**config.mk**
```make
export PLATFORM = sky130hd
export DESIGN_NAME = fetch_unit
export DESIGN_NICKNAME = d
export VERILOG_FILES = /design/src/rtl/fetch_unit.sv
export SDC_FILE = /design/constraint.sdc
export NUM_CORES = 1
export LEC_CHECK = 0
export BUFFER_PORTS_ARGS = -buffer_cell sky130_fd_sc_hd__buf_2
export CORE_ASPECT_RATIO = 0.7
export CORE_MARGIN = 5
export CORE_UTILIZATION = 51
export CTS_BUF_LIST = sky130_fd_sc_hd__clkbuf_16
export CTS_CLUSTER_SIZE = 24
export DETAILED_ROUTE_END_ITERATION = 10
export GPL_TIMING_DRIVEN = 0
export PLACE_DENSITY = 0.89
export SLEW_MARGIN = 0
export SYNTH_ARGS = -nofsm -noshare
export SYNTH_HDL_FRONTEND = slang
export SYNTH_SLANG_ARGS = --single-unit
```
**constraint.sdc**
```tcl
create_clock -name CLK -period 2.25 [get_ports CLK]
set_input_delay 0 -clock CLK [delete_from_list [all_inputs] [get_ports CLK]]
set_output_delay 0 -clock CLK [all_outputs]
set_load 0.01 [all_outputs]
```
**src/rtl/fetch_unit.sv**
```systemverilog
// Instruction fetch front end: drives PC increment/load, fetches words over a
// req/ack memory handshake and buffers them with their addresses toward decode.
module fetch_unit #(
  parameter int unsigned DATAWIDTH = 32,
  parameter int unsigned ADDRWIDTH = 32
) (
  input  logic                 CLK,
  input  logic                 RST,
  input  logic [ADDRWIDTH-1:0] PC_IN,
  output logic                 PC_INCR,
  output logic                 PC_LD,
  output logic [ADDRWIDTH-1:0] PC_TARGET,
  input  logic                 REDIRECT,
  input  logic [ADDRWIDTH-1:0] REDIRECT_ADDR,
  output logic                 MEM_REQ,
  output logic [ADDRWIDTH-1:0] MEM_ADDR,
  input  logic                 MEM_ACK,
  input  logic [DATAWIDTH-1:0] MEM_DATA,
  output logic                 INSTR_VALID,
  output logic [DATAWIDTH-1:0] INSTR,
  output logic [ADDRWIDTH-1:0] INSTR_PC,
  input  logic                 INSTR_READY
);

  typedef enum logic [1:0] {IDLE, REQ, DRAIN} state_t;

  state_t               state;
  logic                 tail_vld;
  logic [DATAWIDTH-1:0] tail_data;
  logic [ADDRWIDTH-1:0] tail_addr;

  logic       pop;
  logic       push;
  logic       space;
  logic [1:0] count;
  logic [1:0] count_next;

  // Head entry lives directly in the output registers; tail is the second slot.
  assign pop        = INSTR_VALID & INSTR_READY;
  assign push       = (state == REQ) & MEM_ACK & ~REDIRECT;
  assign count      = 2'(INSTR_VALID) + 2'(tail_vld);
  assign count_next = count + 2'(push) - 2'(pop);
  assign space      = (count_next < 2'd2);

  assign PC_INCR   = push & ~RST;
  assign PC_LD     = REDIRECT & ~RST;
  assign PC_TARGET = (REDIRECT & ~RST) ? REDIRECT_ADDR : '0;

  // Fetch FSM: a request is issued only once a queue slot is guaranteed.
  always_ff @(posedge CLK) begin
    if (RST) begin
      state    <= IDLE;
      MEM_REQ  <= 1'b0;
      MEM_ADDR <= '0;
    end else begin
      case (state)
        IDLE: begin
          if (!REDIRECT && space) begin
            state    <= REQ;
            MEM_REQ  <= 1'b1;
            MEM_ADDR <= PC_IN;
          end
        end
        REQ: begin
          if (MEM_ACK) begin
            if (!REDIRECT && space) begin
              MEM_ADDR <= PC_IN + ADDRWIDTH'(1);
            end else begin
              state   <= IDLE;
              MEM_REQ <= 1'b0;
            end
          end else if (REDIRECT) begin
            state <= DRAIN;
          end
        end
        DRAIN: begin
          // The outstanding request must complete; its data is dropped.
          if (MEM_ACK) begin
            state   <= IDLE;
            MEM_REQ <= 1'b0;
          end
        end
        default: begin
          state   <= IDLE;
          MEM_REQ <= 1'b0;
        end
      endcase
    end
  end

  // Two-entry FIFO; a redirect flushes it and overrides any same-cycle pop.
  always_ff @(posedge CLK) begin
    if (RST) begin
      INSTR_VALID <= 1'b0;
      INSTR       <= '0;
      INSTR_PC    <= '0;
      tail_vld    <= 1'b0;
      tail_data   <= '0;
      tail_addr   <= '0;
    end else if (REDIRECT) begin
      INSTR_VALID <= 1'b0;
      tail_vld    <= 1'b0;
    end else begin
      case ({push, pop})
        2'b01: begin
          INSTR_VALID <= tail_vld;
          INSTR       <= tail_data;
          INSTR_PC    <= tail_addr;
          tail_vld    <= 1'b0;
        end
        2'b10: begin
          if (!INSTR_VALID) begin
            INSTR_VALID <= 1'b1;
            INSTR       <= MEM_DATA;
            INSTR_PC    <= MEM_ADDR;
          end else begin
            tail_vld  <= 1'b1;
            tail_data <= MEM_DATA;
            tail_addr <= MEM_ADDR;
          end
        end
        2'b11: begin
          if (tail_vld) begin
            INSTR     <= tail_data;
            INSTR_PC  <= tail_addr;
            tail_data <= MEM_DATA;
            tail_addr <= MEM_ADDR;
          end else begin
            INSTR    <= MEM_DATA;
            INSTR_PC <= MEM_ADDR;
          end
        end
        default: begin
        end
      endcase
    end
  end

endmodule

```
==> flow_results.org, run 1 <==
** Run
- Across the run, the number of max-cap violations was 0.

** Synth
- Of the total synthesized cell area, the portion taken by full adders, half adders and majority gates is 0.006273.
- Area fraction in compound gates after synthesis :: 0.1734
- Counting every instance in the synthesized netlist gives 847.
- Most frequent cell after synthesis :: sky130_fd_sc_hd__dfxtp_1
- Share of synthesized area occupied by flip-flops and latches :: 0.4476
- Seq cells post-synth :: between 150 and 200
- Synth cell count leaders :: sky130_fd_sc_hd__dfxtp_1, sky130_fd_sc_hd__nand2_1, sky130_fd_sc_hd__nor2_1
- Ranking of synthesized cells by area :: sky130_fd_sc_hd__dfxtp_1, sky130_fd_sc_hd__mux2i_1, sky130_fd_sc_hd__nand2_1
- Xor/xnor share of the synthesized area :: 0.03561
- Summing every instance area after synthesis gives between 0.007 and 0.008 mm².
- Counting every net in the synthesized netlist gives 950.
- The biggest area contributor in the post-synthesis netlist is sky130_fd_sc_hd__dfxtp_1.
- The number of different library cells used by synthesis comes to 41.
- Share of synthesized area spent on multiplexers :: 0.09122
- Area share of and/or/nand/nor cells after synthesis :: 0.1999
- Commonest register cell after synthesis :: sky130_fd_sc_hd__dfxtp_1
- Average cell area after synthesis :: 8.713 µm²
- Portion of synthesized cell area occupied by the leading cell type :: 0.4476
- Number of enable flip-flop cells after synthesis :: 0
- After synthesis, the largest family of logic cells by area is simple AND/OR/NAND/NOR gates.
- Number of warnings reported in the yosys synthesis log :: 0
- Async SR Flop Fraction :: 0

** Worst setup path
- Data on the critical path is required at its endpoint by 2.52 ns.
- The critical path crosses 6 cells after its start point.
- Setup slack on the worst reg-to-reg path comes out at 0.11 ns.
- In this run the worst path has a maximum fanout of 10.
- Critical Path End Type :: flip-flop
- Following the worst setup path forward leads to its endpoint at INSTR_PC[4].
- In this run the critical register-to-register path is captured at INSTR_PC[4].
- Source of the worst register-to-register timing path :: state[1]
- The number of cells on the worst reg-to-reg path is 6.
- Largest delay share family, worst path :: buffers and inverters
- Data on the critical path arrives at its endpoint at between 2 and 2.5 ns.
- The slowest stage of the critical path belongs to the cell sky130_fd_sc_hd__clkbuf_1.
- The signal on the critical path passes through nand3b_1, o21a_1, nor2_1, clkbuf_2, clkbuf_1, a211oi_1.
- Startpoint type of the worst setup path :: flip-flop
- Worst stage delay on the critical path :: 0.45 ns
- Worst setup path class :: reg -> reg
- Critical path launch point :: state[1]
- CP Buf/Inv Count :: 2

** Place
- The count of buffers added on input and output ports is 232.
- Placed instance area :: 0.008778 mm²
- Minimum setup slack after placement :: -0.06872 ns
- RePlAce Congestion :: a little under 0.9
- Sum of net half-perimeters after detailed placement :: roughly 17 mm

** Global routing
- The first global-routing pass estimated 37.22 mm of wire.
- The layer flagged by global routing as most heavily used is met2.
- Entering global routing, the biggest net connects 17 pins.
- For this run, global-route usage on met3 was measured as 0.07076.
- Vias in the first global route :: just over 7k
- For this run the aggregate overflow at the end of global routing stands at 0.
- GRT Resource Usage Total :: 0.2674
- Met1 layer usage reported by global route :: 0.3405
- The initial antenna violation count is 3.
- For met2 alone, demand over resource in global routing was 0.4470.

** Die
- For this configuration, the core starts out at a cell density of 0.5251.
- The floorplan step defined a core boundary enclosing between 0.01 and 0.015 mm².
- Vertical die dimension :: 110.6 µm
- Number of placed I/O pins :: 233
- Num rows :: 36
- The die covers 0.01701 mm².
- The floorplan step set the die width to about 150 µm.

** Drt
- Violation count after the first detailed-routing iteration :: 614
- The detailed router placed 7307 vias in this run.
- The pre-antenna-repair detailed-routing pass consisted of 5 iterations.
- For this run, design rule violations remaining after detail routing come to 0.
- Using the TritonRoute via totals, the vias-per-cell ratio works out to 5.361.
- Routed WL per cell :: 17.33 µm
- Once detail routing completed, the nets flagged for antenna violations numbered 0.
- Summed over all layers, the routed wires come to about 24 mm.

** Finish
- With fillers left out, the area of the finished cells amounts to approximately 0.010 mm².
- Layout net count :: 1260
- Layout area overhead :: 35.28%
- At the end of the flow the core is filled with cells to 0.7104.
- Of the cells placed in the final design, the portion with a size suffix greater than 1 is 0.2863.

** Run status
- The flow ran to the end, and the final reports show no timing, DRC or antenna violations.

** Min path
- The worst hold path begins at PC_IN[4].
- Worst min-delay path category :: in -> reg

** Timing
- Static timing analysis puts the maximum clock frequency at 467.0 MHz.
- The worst path needs 2.141 ns of the cycle, external delays included.
- Final WS setup :: about 0.11 ns
- Measured against its own limit, the worst slew margin works out to 0.4938.
- Setup violations remaining at the end of the flow were counted as 0.
- Number of pins exceeding their max-slew limit in the final report :: 0
- Worst Hold Margin :: 0.01344 ns
- The number of failing hold endpoints at the final stage came to 0.
- Post-route fraction of the period consumed by the critical path :: 0.9518
- Between clock sinks in the finished design, the worst skew comes to 0.01284 ns.
- Measured slew at the worst slew-check pin :: 0.7593 ns

** Clock network
- CTS placed an instance of sky130_fd_sc_hd__clkbuf_16 at the clock tree root.
- TritonCTS built the clock tree.
- The clock passes through at most 2 buffers.
- Clock-pin slew was measured on the worst setup and hold paths at 0.07 ns.
- Sink Count :: 165
- Maximum level of the CTS H-tree :: 4
- In this run, CTS created clock tree buffers numbering 17.
- Clock latency on the worst-skew pair, taken at its later pin, is 0.42 ns.

** Power
- PwrDens :: 682.3 mW/mm²
- Summed over all cells, the static leakage comes to 0.004453 µW.
- VDD sags by at most 0.0006001 V.
## cells in the final DEF, fill, tap and decap left out, types with 2 or more instances in the layout
master / synthesis / routed
sky130_fd_sc_hd__nand4_1: 13 / 13
sky130_fd_sc_hd__inv_1: 9 / 9
sky130_fd_sc_hd__nor2_1: 104 / 104
sky130_fd_sc_hd__or3_1: 4 / 4
sky130_fd_sc_hd__nand2_1: 143 / 143
sky130_fd_sc_hd__xor2_1: 22 / 22
sky130_fd_sc_hd__a311oi_2: 2 / 2
sky130_fd_sc_hd__a211oi_2: 28 / 28
sky130_fd_sc_hd__clkbuf_1: 46 / 38
sky130_fd_sc_hd__diode_2: 0 / 3
sky130_fd_sc_hd__clkbuf_4: 0 / 3
sky130_fd_sc_hd__a211oi_1: 66 / 66
sky130_fd_sc_hd__ha_1: 2 / 2
sky130_fd_sc_hd__buf_12: 0 / 2
sky130_fd_sc_hd__clkbuf_2: 0 / 8
sky130_fd_sc_hd__and2_1: 33 / 33
sky130_fd_sc_hd__buf_6: 3 / 3
sky130_fd_sc_hd__mux2i_1: 65 / 65
sky130_fd_sc_hd__clkinv_4: 0 / 4
sky130_fd_sc_hd__clkinvlp_4: 0 / 2
sky130_fd_sc_hd__nand3_1: 10 / 10
sky130_fd_sc_hd__nor3_1: 6 / 6
sky130_fd_sc_hd__dlygate4sd3_1: 0 / 52
sky130_fd_sc_hd__nor2b_1: 3 / 2
sky130_fd_sc_hd__dfxtp_1: 165 / 164
sky130_fd_sc_hd__clkbuf_16: 0 / 17
sky130_fd_sc_hd__inv_6: 0 / 4
sky130_fd_sc_hd__buf_4: 6 / 11
sky130_fd_sc_hd__o21ai_0: 6 / 6
sky130_fd_sc_hd__nor4_1: 3 / 3
sky130_fd_sc_hd__and3_1: 4 / 4
sky130_fd_sc_hd__nand3b_1: 3 / 3
sky130_fd_sc_hd__inv_8: 0 / 2
sky130_fd_sc_hd__buf_2: 10 / 239
sky130_fd_sc_hd__a21oi_1: 68 / 68
sky130_fd_sc_hd__xnor2_1: 8 / 8
## metrics by stage
step / cells / total power, µW / setup TNS, ns
3_5_place_dp: 1269 / 3930 / -0.5193
2_1_floorplan: 847 / 3574 / 0
6_report: 1363 / 6812 / 0
4_1_cts: 1355 / 6817 / 0
5_1_grt: 1363 / 7050 / -0.009009
3_3_place_gp: 1269 / 3914 / 0
## final cells by class
class	instances	area [µm²]
inverter	9	33.78
tap	190	237.7
buffer	66	322.8
clock buffer	17	425.4
multi-input combinational	607	3746
antenna	3	7.507
timing repair buffer	291	1759
sequential	165	3304
clock inverter	15	146.4
fill	1082	4070
## kinds of logic after synthesis
logic type	after synthesis
DFF	165
muxes	66
and+or+nand+nor	333
buffers and inverters	75
xor gates and xnor gates	30
AOI/OAI and AO/OA	174
adders and majority gates	4
## tightest hold or removal path, delay by kind of cell
family	cells	cell delay [ns]
xor+xnor	1	0.18
buf+inv	1	0.11
compound gates	1	0.09
## per-layer routing
layer	routed length [µm]	share of wire
met4	482	0.020
met1	10010	0.42
met2	11120	0.47
met3	2002	0.085
met5	0	0
## sequential cells by signal, indices dropped and copies added (netlist names)
name / count
tail_vld: 1
state: 2
MEM_ADDR: 32
MEM_REQ: 1
tail_data: 32
INSTR_VALID: 1
INSTR: 32
tail_addr: 32
INSTR_PC: 32
## timing repair
item / CTS / global route
pin swaps: 0 / 1
hold buffers: 52 / 0
hold endpoints to repair: 82 / 0
endpoints found under the setup margin: 51 / 117
gates resized for setup: 5 / 13
setup buffers: 2 / 5
cloned: 0 / 0
## power by group
group	internal, µW	switching [µW]
sequential	3020	91.2
clock	1550	1290
combinational	384	471
## worst min path at each step
stage	cells past startpoint	to	slack, ns
floorplan	1	state[1]	0.08
global placement	2	state[1]	0.25
detailed placement	2	state[1]	0.25
CTS	3	MEM_ADDR[4]	0.0001
global route	3	MEM_ADDR[19]	-0.0003
finish	3	MEM_ADDR[4]	0.01
No activity file was read; power rests on OpenSTA's default activity.
==> inputs of run 2 (changes only) <==
Settings changed: REMOVE_ABC_BUFFERS set to 1.
==> flow_results.org, run 2 (same netlist as run 1, synthesis figures left out) <==
** Timing
- The number of pins with negative max-slew slack in the final report came to 0 (unchanged).
- Measured slew at the worst slew-check pin :: 0.8400 ns (+0.08071 ns)
- The final hold slack is 0.01573 ns (+0.002294 ns).
- The final worst slack was 0.07566 ns (-0.03290 ns).
- Final setup violation count :: 0 (unchanged)
- The worst slew slack as a fraction of its limit came to 0.4375 (-0.05634).
- The setup clock skew after layout came to 0.01618 ns (+0.003336 ns).
- The final worst-path cycle share came to 0.9664 (+0.01462).
- The number of failing hold endpoints at the final stage came to 0 (unchanged).
- Final Critical Period :: 2.174 ns (+0.03290 ns)
- Top achievable clock speed :: 459.9 MHz (-1.5%)

** Global routing
- Grt ovf :: 0 (unchanged)
- The pin count of the biggest net entering global routing was 98 (+81).
- The wire length of the first global-routing pass came to 35.57 mm (-4.4%).
- GRT Resource Usage Total :: 0.2514 (-0.01593)
- The number of global-route vias before repair was 6919 (-3.3%).
- The initial antenna violation count is 0 (-3).

** Power
- The worst voltage drop across the vdd grid was 0.0004507 V (-25%).
- Leakage component of the power :: 0.004509 µW (+1.2%)
- PwrDens :: 685.0 mW/mm² (+0.39%)

** Run
- The number of maximum-capacitance constraint violations was 0 (unchanged).

** Worst setup path
- Startpoint type of the worst setup path :: flip-flop
- The data required time of the critical path is 2.57 ns (+0.05 ns).
- Among all stages on the critical path, the largest delay is contributed by sky130_fd_sc_hd__dfxtp_1.
- Ordered list of cells on the worst path :: nand3b_1, nor4_4, buf_4, nand3_1, or3_1, a311oi_1
- STA classifies the critical path endpoint as a flip-flop.
- The arrival time of data at the critical path endpoint was 2.49 ns (+0.08 ns).
- The largest driver fanout on the critical path came to 8 (-2).
- The critical path is of the reg -> reg type.
- Worst stage delay on the critical path :: 0.38 ns (-0.07 ns)

** Drt
- The total via count in the routed design came to 7131 (-2.4%).
- The number of design rule violations left after detail routing was 0 (unchanged).
- The number of violations reported at the end of detailed-routing iteration 0 was 501 (-18%).
- Via density :: 5.423 (+1.2%)
- Pre-antenna DRT Iters :: 7 (+2)
- Routed WL per cell :: 17.14 µm (-1.1%)
- Wirelength, routed :: 22.54 mm (-4.6%)
- Post-DRT Antenna Nets :: 0 (unchanged)

** Die
- Vertical die dimension :: 110.6 µm (unchanged)
- Number of placed I/O pins :: 233 (unchanged)
- Placeable core area :: 0.01405 mm² (unchanged)
- The effective utilization at floorplan came to 0.5251 (unchanged).
- Horiz. Die Dim :: 153.8 µm (unchanged)
- The number of rows in the core area came to 36 (unchanged).
- The die area was 0.01701 mm² (unchanged).

** Clock network
- The CTS sink count was 165 (unchanged).
- Clock Latency Late Sink :: 0.42 ns (about the same)
- The buffer levels on the longest clock path is 2 (unchanged).
- The tree is rooted in a sky130_fd_sc_hd__clkbuf_16.
- The clock-pin slew on the worst setup and hold paths was 0.07 ns (about the same).
- Clock tree from TritonCTS :: done
- Maximum level of the CTS H-tree :: 4 (unchanged)
- CTS buffer count :: 17 (unchanged)

** Place
- Total placed cells including tap cells :: 1217 (-4.1%)
- Placed instance area :: 0.008840 mm² (+0.70%)
- The detailed placer's ending HPWL came to 14.32 mm (-15%).
- RePlAce Congestion :: 0.8111 (-9.1%)
- Quantity of I/O buffers inserted on ports :: 232 (unchanged)
- The worst setup timing slack at the placement stage is -0.3389 ns (-0.2701 ns).

** Run status
- Outcome :: complete, no violations

** Finish
- Post-Layout Inst Area :: 0.01011 mm² (+1.3%)
- In the layout the commonest cells are sky130_fd_sc_hd__buf_2, sky130_fd_sc_hd__dfxtp_1, sky130_fd_sc_hd__nand2_1, sky130_fd_sc_hd__nor2_1, sky130_fd_sc_hd__a21oi_1.
- The fraction of final layout cells with drive strength greater than 1 is 0.2969 (+0.01056).
- Layout net count :: 1215 (-3.6%)
- Final core utilization :: 0.7195 (+0.009081)
- Commonest non-fill, non-tap cell in the layout :: sky130_fd_sc_hd__buf_2
- Compared with the post-synthesis result, the final layout area differs by 37.01%.
- The number of cells in the finished layout apart from fillers came to 1315 (-3.5%).
- The antenna cell count was 0 (-3).

** Min path
- The min-delay analysis places its worst path in the category in -> reg.
run 2: cell count changes in the layout (fill, tap and decap cells not counted), moves of 2 or more:
cell | previous run | this run
sky130_fd_sc_hd__diode_2 | 3 | 0
sky130_fd_sc_hd__clkbuf_4 | 3 | 0
sky130_fd_sc_hd__inv_1 | 9 | 11
sky130_fd_sc_hd__buf_6 | 3 | 1
sky130_fd_sc_hd__buf_16 | 0 | 8
sky130_fd_sc_hd__buf_2 | 239 | 231
sky130_fd_sc_hd__buf_12 | 2 | 6
sky130_fd_sc_hd__clkbuf_1 | 38 | 0
sky130_fd_sc_hd__clkbuf_2 | 8 | 0
sky130_fd_sc_hd__clkinvlp_4 | 2 | 0
run 2: what timing repair did:
| action | in CTS | in global routing |
|---|---|---|
| buffers inserted | 11 | 1 |
| cloned | 1 | 0 |
| pin swaps | 3 | 1 |
| hold buffers | 53 | 0 |
| gates resized for setup | 3 | 5 |
| hold endpoints to repair | 85 | 0 |
| setup endpoints to repair | 118 | 54 |
run 2: critical path, delay by kind of cell, from the launching register on:
family                 cells  cell delay [ns]
buffers and inverters      1             0.25
AND/OR/NAND/NOR            4             1.18
AO/OA/AOI/OAI              1             0.27
flip-flops                 1             0.38
run 2: stage by stage:
stage	power (µW)	TNS, ns
3_5_place_dp	3906	-15.47
6_report	6926	0
5_1_grt	7175	-0.01402
2_1_floorplan	3537	-424.52
4_1_cts	6927	0
3_3_place_gp	3899	-794.39
run 2: final timing paths:
kind	from	to	slack, ns	cells past startpoint
max	state[1]	MEM_ADDR[31]	0.08	6
min	INSTR_READY	tail_vld	0.02	4
min reg2reg	tail_addr[6]	tail_addr[6]	0.45	2
max reg2reg	state[1]	MEM_ADDR[31]	0.08	6
run 2: power by group:
group	internal, µW	total (µW)	switching [µW]
clock network	1670	2960	1290
registers	3020	3100	85.2
logic	395	860	464
total	5080	6930	1840
run 2: layer usage:
metal / vias to the layer above / part of all wire / track usage
li1: 3454 / - / -
met1: 3369 / 0.43 / 0.3242
met2: 272 / 0.48 / 0.4149
met3: 36 / 0.069 / 0.06724
met4: 0 / 0.016 / 0.07294
met5: - / 0 / 0
run 2: cell type report:
class / instances / area (µm²)
inverters: 9 / 33.78
fillers: 996 / 3943
well taps: 190 / 237.7
repair buffers: 311 / 2128
flip-flops and latches: 165 / 3308
multi-input cells: 608 / 3804
clock buffers: 17 / 425.4
clock inverters: 15 / 173.9
